[src/rtl/ram_arb_pkg.sv]
// Shared types for the RAM port arbiter: RAM handshake states and arbiter FSM states.
package ram_arb_pkg;

  typedef enum logic [1:0] {
    FREE   = 2'd0,
    BUSY   = 2'd1,
    ACCESS = 2'd2,
    ERROR  = 2'd3
  } ramstate_t;

  typedef enum logic {
    IDLE  = 1'b0,
    GRANT = 1'b1
  } arb_state_t;

endpackage

[src/rtl/rr_picker.sv]
// Combinational round-robin selector: first set bit of pend at or after rr_ptr, wrapping.
module rr_picker #(
  parameter int NREQ  = 4,
  parameter int PTR_W = (NREQ > 1) ? $clog2(NREQ) : 1
) (
  input  logic [NREQ-1:0]  pend,
  input  logic [PTR_W-1:0] rr_ptr,
  output logic [PTR_W-1:0] winner,
  output logic             valid
);

  localparam logic [PTR_W:0] NREQ_EXT = (PTR_W + 1)'(NREQ);

  logic [PTR_W:0]   sum_s;
  logic [PTR_W-1:0] idx_s;

  // Scan offsets from farthest to nearest so the nearest pending index is the last one written.
  always_comb begin
    winner = '0;
    valid  = |pend;
    sum_s  = '0;
    idx_s  = '0;
    for (int k = NREQ - 1; k >= 0; k--) begin
      sum_s = {1'b0, rr_ptr} + (PTR_W + 1)'(k);
      if (sum_s >= NREQ_EXT) begin
        sum_s = sum_s - NREQ_EXT;
      end else begin
        sum_s = sum_s;
      end
      idx_s = sum_s[PTR_W-1:0];
      if (pend[idx_s]) begin
        winner = idx_s;
      end else begin
        winner = winner;
      end
    end
  end

endmodule

[src/rtl/ram_arbiter.sv]
// Round-robin arbiter sharing one RAM port among NREQ cache requesters.
// Optional build macro RAM_ARB_WRITE_PRIORITY_EN: pending writes win arbitration over reads.
module ram_arbiter
  import ram_arb_pkg::*;
#(
  parameter int NREQ   = 4,
  parameter int ADDR_W = 32,
  parameter int DATA_W = 32
) (
  input  logic                   CLK,
  input  logic                   nRST,
  input  logic [NREQ-1:0]        req_ren,
  input  logic [NREQ-1:0]        req_wen,
  input  logic [NREQ*ADDR_W-1:0] req_addr,
  input  logic [NREQ*DATA_W-1:0] req_store,
  output logic [NREQ-1:0]        req_wait,
  output logic [DATA_W-1:0]      req_load,
  output logic [ADDR_W-1:0]      ramaddr,
  output logic [DATA_W-1:0]      ramstore,
  output logic                   ramREN,
  output logic                   ramWEN,
  input  logic [DATA_W-1:0]      ramload,
  input  logic [1:0]             ramstate
);

  localparam int PTR_W = (NREQ > 1) ? $clog2(NREQ) : 1;
  localparam logic [PTR_W-1:0] LAST_IDX = PTR_W'(NREQ - 1);

  arb_state_t       state_r, state_nxt_s;
  logic [PTR_W-1:0] grant_r, grant_nxt_s;
  logic [PTR_W-1:0] rr_ptr_r, rr_ptr_nxt_s;

  ramstate_t        ram_st_s;
  logic [NREQ-1:0]  pend_s;
  logic [NREQ-1:0]  hit_s;
  logic [PTR_W-1:0] pick_winner_s;
  logic             pick_valid_s;

  logic [ADDR_W-1:0] addr_arr_s  [NREQ];
  logic [DATA_W-1:0] store_arr_s [NREQ];

  for (genvar g = 0; g < NREQ; g++) begin : g_slice
    assign addr_arr_s[g]  = req_addr[g*ADDR_W +: ADDR_W];
    assign store_arr_s[g] = req_store[g*DATA_W +: DATA_W];
  end

  assign ram_st_s = ramstate_t'(ramstate);
  assign pend_s   = req_ren | req_wen;
  assign req_load = ramload;

`ifdef RAM_ARB_WRITE_PRIORITY_EN
  logic [PTR_W-1:0] wr_winner_s, all_winner_s;
  logic             wr_valid_s, all_valid_s;

  rr_picker #(.NREQ(NREQ), .PTR_W(PTR_W)) u_pick_wr (
    .pend   (req_wen),
    .rr_ptr (rr_ptr_r),
    .winner (wr_winner_s),
    .valid  (wr_valid_s)
  );

  rr_picker #(.NREQ(NREQ), .PTR_W(PTR_W)) u_pick_all (
    .pend   (pend_s),
    .rr_ptr (rr_ptr_r),
    .winner (all_winner_s),
    .valid  (all_valid_s)
  );

  assign pick_winner_s = wr_valid_s ? wr_winner_s : all_winner_s;
  assign pick_valid_s  = wr_valid_s | all_valid_s;
`else
  rr_picker #(.NREQ(NREQ), .PTR_W(PTR_W)) u_pick_all (
    .pend   (pend_s),
    .rr_ptr (rr_ptr_r),
    .winner (pick_winner_s),
    .valid  (pick_valid_s)
  );
`endif

  // Acknowledge only the granted requester, and only while RAM reports ACCESS.
  always_comb begin
    hit_s = '0;
    for (int i = 0; i < NREQ; i++) begin
      if ((state_r == GRANT) && (ram_st_s == ACCESS) && (grant_r == PTR_W'(i))) begin
        hit_s[i] = 1'b1;
      end else begin
        hit_s[i] = 1'b0;
      end
    end
  end

  assign req_wait = pend_s & ~hit_s;

  // RAM-side drive follows the granted slice live; a write wins when both enables are set.
  always_comb begin
    ramaddr  = '0;
    ramstore = '0;
    ramREN   = 1'b0;
    ramWEN   = 1'b0;
    if (state_r == GRANT) begin
      ramaddr  = addr_arr_s[grant_r];
      ramstore = store_arr_s[grant_r];
      ramWEN   = req_wen[grant_r];
      ramREN   = req_ren[grant_r] & ~req_wen[grant_r];
    end else begin
      ramaddr  = '0;
      ramstore = '0;
      ramREN   = 1'b0;
      ramWEN   = 1'b0;
    end
  end

  // Next-state: arbitrate in IDLE, hold in GRANT until ACCESS or abort.
  always_comb begin
    state_nxt_s  = state_r;
    grant_nxt_s  = grant_r;
    rr_ptr_nxt_s = rr_ptr_r;
    case (state_r)
      IDLE: begin
        if (pick_valid_s) begin
          grant_nxt_s = pick_winner_s;
          state_nxt_s = GRANT;
        end else begin
          state_nxt_s = IDLE;
        end
      end
      GRANT: begin
        if (!pend_s[grant_r]) begin
          state_nxt_s = IDLE;
        end else if (ram_st_s == ACCESS) begin
          state_nxt_s  = IDLE;
          rr_ptr_nxt_s = (grant_r == LAST_IDX) ? '0 : grant_r + PTR_W'(1);
        end else begin
          state_nxt_s = GRANT;
        end
      end
      default: begin
        state_nxt_s = IDLE;
      end
    endcase
  end

  // Arbiter state registers.
  always_ff @(posedge CLK or negedge nRST) begin
    if (!nRST) begin
      state_r  <= IDLE;
      grant_r  <= '0;
      rr_ptr_r <= '0;
    end else begin
      state_r  <= state_nxt_s;
      grant_r  <= grant_nxt_s;
      rr_ptr_r <= rr_ptr_nxt_s;
    end
  end

endmodule
[config.mk]
export PLATFORM = sky130hd
export DESIGN_NAME = ram_arbiter
export DESIGN_NICKNAME = d
export VERILOG_FILES = /design/src/rtl/ram_arb_pkg.sv /design/src/rtl/rr_picker.sv /design/src/rtl/ram_arbiter.sv
export SDC_FILE = /design/constraint.sdc
export NUM_CORES = 1
export LEC_CHECK = 0
export ABC_AREA = 1
export ABC_CLOCK_PERIOD_IN_PS = 2100
export CAP_MARGIN = 30
export CORE_AREA = 5 5 152 154
export DETAILED_ROUTE_END_ITERATION = 10
export DIE_AREA = 0 0 157 159
export DONT_BUFFER_PORTS = 1
export HOLD_SLACK_MARGIN = 0.05
export PLACE_DENSITY = 0.3
export SETUP_SLACK_MARGIN = 0.2
export SLEW_MARGIN = 25
export SYNTH_ARGS = -nofsm -noshare
export SYNTH_HDL_FRONTEND = slang
export SYNTH_SLANG_ARGS = --single-unit
[constraint.sdc]
create_clock -name CLK -period 2.1 [get_ports CLK]
set_input_delay 0.315 -clock CLK [delete_from_list [all_inputs] [get_ports CLK]]
set_output_delay 0.315 -clock CLK [all_outputs]
set_load 0.1 [all_outputs]
# Yosys cells after proc, flatten, opt, wreduce, memory -nomap -nowiden
# Index checks and enable logic that the tools add are counted.
totals:
  ff_bits: 5
  input_bits: 300
  out_inout_bits: 102
classes:
  n_addsub: 8
  n_lt_le_gt_ge: 10
  n_eq_ne: 4
  mux: 41
  bitwise: 7
  n_reduce_logical: 9
ops:
  columns: ["operator", "n"]
  rows:
  - ["32-bit 2-to-1 mux", 6]
  - ["32-bit binary-select mux with 2-bit select", 2]
  - ["2-bit 2-to-1 mux", 9]
  - ["1-bit 2-to-1 mux", 16]
  - ["2-bit by 3-bit < comparator with 1-bit output, second input constant", 5]
  - ["1-bit binary-select mux with 2-bit select", 7]
  - ["3-bit greater-or-equal comparator, second input constant", 4]
  - ["2-bit by 1-bit subtractor with 2-bit output, second input constant", 4]
  - ["2-bit by 2-bit adder with 3-bit output, second input constant", 2]
  - ["2-bit == test, second input constant", 3]
  - ["1-bit logical AND", 5]
  - ["4-bit AND", 1]
  - ["4-bit NOT", 1]
  - ["4-bit bitwise OR", 1]
  - ["4-bit OR reduction", 1]
  - ["2-bit by 1-bit adder with 3-bit output, second input constant", 1]
  - ["2-bit by 3-bit greater-or-equal comparator with 1-bit output, second input constant", 1]
  - ["2-bit NOT with 3-bit output", 1]
  - ["3-bit AND reduction", 1]
  - ["2-bit by 1-bit adder with 2-bit output, second input constant", 1]
  - ["2-bit by 1-bit == test with 1-bit output, second input constant", 1]
  - ["2-bit logical NOT", 1]
  - ["1-bit NOT", 2]
  - ["1-bit one-hot mux with 2 select lines", 1]
  - ["other kinds (2)", 2]

# Depth between registers and ports, before layout
# Gate-level depths: netlist of run 1.
depth:
  word_depth: 9
  depth_mapped: 12
  depth_no_buf: 11

# Modules after synthesis
# From an unflattened synthesis of run 1, not the netlist that was laid out.
hier_totals:
  cells_unflattened: 651
  hier_area_um2: 3086.7
by_module_without_submodules:
  columns: ["module", "instances", "cells_each", "area_per_inst_um2", "seq_area_each_um2"]
  rows:
  - ["ram_arbiter", 1, 605, 2897.8, 125.1]
  - ["rr_picker", 1, 46, 188.9, 0.0]

# Worst setup path before layout of run 1
# OpenSTA, ideal clock, no wires.
synth_path:
  path_type: "reg2out"
  startpoint: "register grant_r[0]"
  endpoint: "output port ramaddr[13]"
  arrival_time_ps: 2462
  required_ps: 1785
  slack_ps: -677
  stages_incl_launch_ff: 6
  cell_sequence: "dfrtp_1 inv_2 buf_6 clkbuf_1 o21ai_0 a21oi_1"
synth_between:
  elab_chain_len: 5
synth_rtl:
  columns: ["element", "line", "rtl"]
  rows:
  - ["start: declaration", "ram_arbiter.sv:30", "logic [PTR_W-1:0] grant_r, grant_nxt_s;"]
  - ["start signal: assignment", "ram_arbiter.sv:151", "grant_r <= grant_nxt_s;"]
  - ["2-bit NOT with 3-bit output (not written as such)", "ram_arbiter.sv:101", "ramaddr = addr_arr_s[grant_r];"]
  - ["32-bit binary-select mux with 2-bit select", "ram_arbiter.sv:101", null]
  - ["32-bit 2-to-1 mux (not written as such) (2 in a row)", "ram_arbiter.sv:101", null]
  - ["32-bit 2-to-1 mux", "ram_arbiter.sv:100", "if (state_r == GRANT) begin"]
  - ["end: declaration", "ram_arbiter.sv:18", "output logic [ADDR_W-1:0] ramaddr,"]
# Every way passes these cells. The select of a mux whose other input is x is not followed.

# Worst setup path in the final report of run 1
layout_path:
  startpoint: "register grant_r[0]"
  endpoint: "output port ramaddr[23]"
# Same word-level chain as after synthesis.

==> run_results.csv, run 1 <==
group,metric,value,unit
global_routing,antenna_found_initial,1,
logic_synthesis,yosys.area.top_type,"nor2_1",
logic_synthesis,synthCells,641,
logic_synthesis,synthSimpleGateAreaFrac,40.8,%
placement,place_congestion,0.846,
logic_synthesis,synth_compound_area_share,34.0,%
cts,ctsRootBufferMaster,"clkbuf_16",
worst_setup_path,crit_fanout,14,
global_routing,grt_overflow,0,
cts,clock_latency,230,ps
final_layout,drive_gt1_share,43.6,%
die,start_util,14.5,%
final_layout,final_area,6270,um^2
logic_synthesis,synth_xor_area_share,0,%
global_routing,grt_pass1_vias,4779,
status,status,"finished with violations",
worst_setup_path,worst_setup_path_end_kind,"output port",
die,rows,54,
sta,layout_setup_ws,-1.58,ps
route,drt-pass1-iter-count,6,
worst_setup_path,arrival,1790,ps
min_path,hold_class,"in2reg",
route,drc_errors,0,
final_layout,fill_cells,2326,
worst_setup_path,startpoint_type,"flop",
placement,hpwl,14400,um
sta,fin_worst_skew,0.817,ps
worst_setup_path,path_class,"reg2out",
logic_synthesis,syn_avg_cell_area,4.86,um^2
global_routing,grt_pass1_wl,27000,um
route,vias_per_cell,4.74,
cts,cts_buffers,3,
sta,rsz0062_at_grt,"true",
die,die_x,157,um
global_routing,track_usage,13.5,%
logic_synthesis,synth_top_area_share,31.8,%
final_layout,layout.nets,986,
min_path,hold_path.startpoint,"ramstate[1]",
route,drt-initial-drc-count,333,
logic_synthesis,ys_types,27,
logic_synthesis,ys.warnings.count,0,
sta,worst_pin_slew,426,ps
cts,path_clk_slew,30,ps
die,pin_count,402,
sta,finalSetupViolations,2,
cts,cts_num_sinks,5,
placement,io_buffers,0,
min_path,holdPathStages,3,
logic_synthesis,synthesis.nets,945,
worst_setup_path,r2r_cells,8,
logic_synthesis,synth.area.mux_share,0,%
route,num_vias,4563,
final_layout,areaGrowthSynthToFinish,101,%
worst_setup_path,timing.rr.start,"grant_r[0]",
sta,drv_slew,0,
cts,clk_path_buf_depth,2,
status,violations,"negative setup slack",
worst_setup_path,worstPathRequired,1780,ps
placement,placed_area,5400,um^2
sta,hold_violations,0,
route,ant_nets,0,
logic_synthesis,synth-seq-cells,5,
cts,h-tree-depth,1,
final_layout,fin_util,29.1,%
cts,cts_tree,"yes",
min_path,worstHoldEndpoint,"state_r",
logic_synthesis,syn-cell-area,3120,um^2
route,wl_per_cell,20.1,um
route,drt_wl_total,19400,um
logic_synthesis,yosysSeqAreaShare,4.02,%
die,coreArea,21600,um^2
sta,final.setup.tns,-2.15,ps
job,maxCapViolCount,0,
sta,fin_crit,2100,ps
worst_setup_path,regToRegSetupSlack,580,ps
sta,finalCritPeriodShare,100,%
die,die_h,159,um
global_routing,grt_start_max_net_pins,64,
worst_setup_path,rr_endpoint,"rr_ptr_r[0]",
logic_synthesis,synth_top_family_by_area,"simple AND/OR/NAND/NOR gates",
logic_synthesis,synthTopCellsByArea,"nor2_1 (32%), o21ai_0 (18%), a21oi_1 (11%)",
sta,hold_ws,340,ps
logic_synthesis,synth-adder-area-share,1.61,%
sta,relSlewSlack,71.4,%
sta,max_clock_freq,476,MHz
die,die_area,25000,um^2
repair_timing:
action                                 in CTS  in global routing
pin swaps                                   5                 33
setup buffers                               5                  7
gates resized for setup                    78                142
setup endpoints to repair                  68                 70
hold buffers                                1                  0
endpoints found under the hold margin       5                  0
gates cloned                                3                  7
synthesized netlist by cell type, drive strengths merged:
| master | number |
|---|---|
| nor2 | 267 |
| o21ai | 135 |
| a21oi | 68 |
| buf | 66 |
| nand2 | 46 |
| clkbuf | 17 |
| inv | 14 |
| nand3 | 13 |
| dfrtp | 5 |
| ha | 4 |
| a21boi | 1 |
| a31oi | 1 |
| a32o | 1 |
| clkinv | 1 |
| o22ai | 1 |
| o31ai | 1 |
logic make-up after synthesis:
family,count (synthesis)
DFF,5
AOI/OAI and AO/OA,208
buffers and inverters,98
and+or+nand+nor,326
adders and majority gates,4
cells in the final DEF (no fill, tap or decap), drive strengths merged:
master / count
nor2: 267
o21ai: 135
buf: 111
a21oi: 68
nand2: 46
nand3: 13
inv: 13
clkbuf: 11
dfrtp: 5
ha: 4
diode: 1
clkinvlp: 1
a32o: 1
o22ai: 1
o31ai: 1
clkinv: 1
a31oi: 1
a21boi: 1
dlygate4sd3: 1
cell type report:
class / count / area, um^2 / area share (%)
antenna: 1 / 2.50 / 0.0399
clock buffer: 4 / 78.8 / 1.26
inverter: 15 / 77.6 / 1.24
multi-input combinational: 538 / 3460 / 55.2
sequential: 5 / 130 / 2.07
tap: 280 / 350 / 5.59
timing repair buffer: 119 / 2170 / 34.6
through the flow:
step           cells  setup slack (ps)
2_1_floorplan    641               195
3_3_place_gp     934               204
3_5_place_dp     934               181
4_1_cts          947             -7.82
5_1_grt          962             -64.1
6_report         962             -1.58
worst max-delay path, stage by stage, from the launching register on:
cell and delay [ps]:
dfrtp_4 550, buf_6 150, buf_12 130, buf_16 150, nor2_1 100, nor2_1 40, o21ai_1 140, a21oi_4 100
buf_12 180
registers in the layout, indices dropped and copies added, names as in the netlist:
name      flops
grant_r       2
rr_ptr_r      2
state_r       1
per-layer routing:
layer / vias up / routed length [um] / track usage (%)
li1: 2159 / - / -
met2: 240 / 9880 / 24.5
met3: 40 / 1820 / 4.08
met5: - / 0 / 0
met1: 2124 / 7090 / 14.6
met4: 0 / 567 / 4.65
how the worst max path moves through the flow:
stage | cells after the start | to | from | slack, ps
global route | 8 | ramaddr[10] | grant_r[0] | -60
CTS | 6 | ramstore[11] | grant_r[0] | -8
detailed placement | 6 | ramstore[9] | grant_r[0] | 180
floorplan | 4 | ramaddr[0] | state_r | 200
global placement | 6 | ramstore[31] | grant_r[0] | 200
finish | 8 | ramaddr[23] | grant_r[0] | -2
Power of run 1 is not shown: default switching activity piles up to over one toggle a cycle in this logic, so the estimate is an artifact.
==> inputs of run 2 (changes only) <==
--- a/config.mk
+++ b/config.mk
@@ -14,6 +14,7 @@
 export DONT_BUFFER_PORTS = 1
 export HOLD_SLACK_MARGIN = 0.05
 export PLACE_DENSITY = 0.3
+export RECOVER_POWER = 100
 export SETUP_SLACK_MARGIN = 0.2
 export SLEW_MARGIN = 25
 export SYNTH_ARGS = -nofsm -noshare
==> results of run 2 <==
No change in the layout: final DEF, timing and power equal those of run 1.
Power of run 2 is left out for the same reason.
==> inputs of run 3 (changes only) <==
--- a/config.mk
+++ b/config.mk
@@ -12,10 +12,11 @@
 export DETAILED_ROUTE_END_ITERATION = 10
 export DIE_AREA = 0 0 157 159
 export DONT_BUFFER_PORTS = 1
-export HOLD_SLACK_MARGIN = 0.05
+export HOLD_SLACK_MARGIN = 0.15
 export PLACE_DENSITY = 0.3
 export RECOVER_POWER = 100
 export SETUP_SLACK_MARGIN = 0.2
+export SKIP_LAST_GASP = 1
 export SLEW_MARGIN = 25
 export SYNTH_ARGS = -nofsm -noshare
 export SYNTH_HDL_FRONTEND = slang
==> run_results.csv, run 3 (synthesized netlist as in run 1, its figures left out) <==
group,metric,value,unit
status,status,"finished with violations",
status,violations,"negative setup slack",
die,die_x,157,um
die,die_area,25000,um^2
min_path,holdPathStages,3,
route,drt_wl_total,19300,um
worst_setup_path,regToRegSetupSlack,550,ps
worst_setup_path,worstPathRequired,1780,ps
route,vias_per_cell,4.76,
cts,cts_num_sinks,5,
global_routing,grt_pass1_wl,27000,um
sta,fin_worst_skew,1.24,ps
cts,path_clk_slew,40,ps
sta,fin_crit,2130,ps
final_layout,top_regs,"grant_r x2, rr_ptr_r x2, state_r x1",
route,route.met3.wl,1860,um
worst_setup_path,path_cells,"buf_6, buf_12, clkbuf_16, nor2_4, nor2_1, o21ai_1, a21oi_4, buf_12",
route,ant_nets,0,
die,coreArea,21600,um^2
global_routing,grt_pass1_vias,4760,
sta,finalCritPeriodShare,102,%
sta,relSlewSlack,70.7,%
route,drc_errors,0,
sta,finalSetupViolations,13,
job,maxCapViolCount,0,
route,met2_length,9940,um
sta,final.setup.tns,-114,ps
worst_setup_path,r2r_cells,8,
worst_setup_path,crit_fanout,7,
route,drt-initial-drc-count,349,
global_routing,track_usage,13.4,%
worst_setup_path,worst_setup_path_end_kind,"output port",
sta,rsz0062_at_grt,"true",
sta,hold_violations,0,
cts,cts_buffers,3,
final_layout,drive_gt1_share,42.6,%
placement,io_buffers,0,
worst_setup_path,cpPeakStageDelay,560,ps
worst_setup_path,crit_top_cell,"buf_12",
worst_setup_path,path_class,"reg2out",
worst_setup_path,cpMaxStageDelayCell,"dfrtp_4",
die,rows,54,
min_path,hold_class,"in2reg",
placement,dp_slack,181,ps
die,die_h,159,um
sta,worst_pin_slew,436,ps
placement,place_congestion,0.846,
sta,layout_setup_ws,-32.2,ps
final_layout,final_common_cell,"nor2_1",
route,drt-pass1-iter-count,4,
global_routing,antenna_found_initial,1,
route,top_layer,"met4",
worst_setup_path,arrival,1820,ps
min_path,hold_path.startpoint,"ramstate[1]",
die,start_util,14.5,%
worst_setup_path,startpoint_type,"flop",
global_routing,grt_start_max_net_pins,64,
final_layout,layout.nets,984,
die,pin_count,402,
worst_setup_path,rr_endpoint,"rr_ptr_r[0]",
sta,max_clock_freq,469,MHz
global_routing,grt_overflow,0,
min_path,worstHoldEndpoint,"state_r",
cts,h-tree-depth,1,
placement,hpwl,14400,um
cts,ctsRootBufferMaster,"clkbuf_16",
cts,clock_latency,230,ps
cts,clk_path_buf_depth,2,
final_layout,multi_input_area,3450,um^2
final_layout,layout_common_cells,"nor2_1 (223), buf_12 (80), o21ai_1 (77)",
final_layout,fill_cells,2331,
final_layout,fin_util,29.0,%
route,wl_per_cell,20.1,um
worst_setup_path,timing.rr.start,"grant_r[0]",
sta,drv_slew,0,
route,num_vias,4567,
cts,cts_tree,"yes",
final_layout,final-seq-area,130,um^2
route,met1Wirelength,7060,um
final_layout,areaGrowthSynthToFinish,101,%
run 3: per-layer routing:
metal	track usage [%]	vias up
met5	0	-
met1	14.6	2137
li1	-	2158
met3	4.08	34
met2	24.7	238
met4	4.06	0
run 3: metrics by stage:
step / cells / hold WS, ps / area [um^2]
after floorplan: 641 / 19.4 / 3860
after global placement: 934 / 19.8 / 5400
after detailed placement: 934 / 19.8 / 5400
after CTS: 947 / 348 / 5670
after global routing: 960 / 388 / 6250
final: 960 / 337 / 6250
run 3: cell type report:
| cell class | count | area share, % |
|---|---|---|
| antenna | 1 | 0.0400 |
| multi-input combinational | 538 | 55.2 |
| timing repair buffer | 117 | 34.6 |
| inverter | 15 | 1.24 |
| sequential | 5 | 2.08 |
| clock buffer | 4 | 1.26 |
| tap | 280 | 5.60 |
run 3: how the worst max path moves through the flow:
| stage | depth (start not counted) | to | slack [ps] | startpoint |
|---|---|---|---|---|
| after floorplan | 4 | ramaddr[0] | 200 | state_r |
| after global placement | 6 | ramstore[31] | 200 | grant_r[0] |
| after detailed placement | 6 | ramstore[9] | 180 | grant_r[0] |
| after CTS | 6 | ramstore[22] | -30 | grant_r[0] |
| after global routing | 8 | ramaddr[20] | -100 | grant_r[0] |
| final | 8 | ramaddr[17] | -30 | grant_r[0] |
run 3: repair_timing:
item / 4_1_cts / 5_1_grt
hold buffers: 1 / 0
endpoints found under the setup margin: 68 / 70
cloned: 3 / 8
hold endpoints to repair: 5 / 0
resized for setup: 52 / 158
buffers inserted: 5 / 4
pin swaps: 5 / 36
run 3: critical path: cells and delay by family, from the launching register on:
family,cells,cell delay (ps)
AO/OA/AOI/OAI,2,240
buffers and inverters,4,630
flip-flops,1,560
AND/OR/NAND/NOR,2,140
Power of run 3 is left out for the same reason.
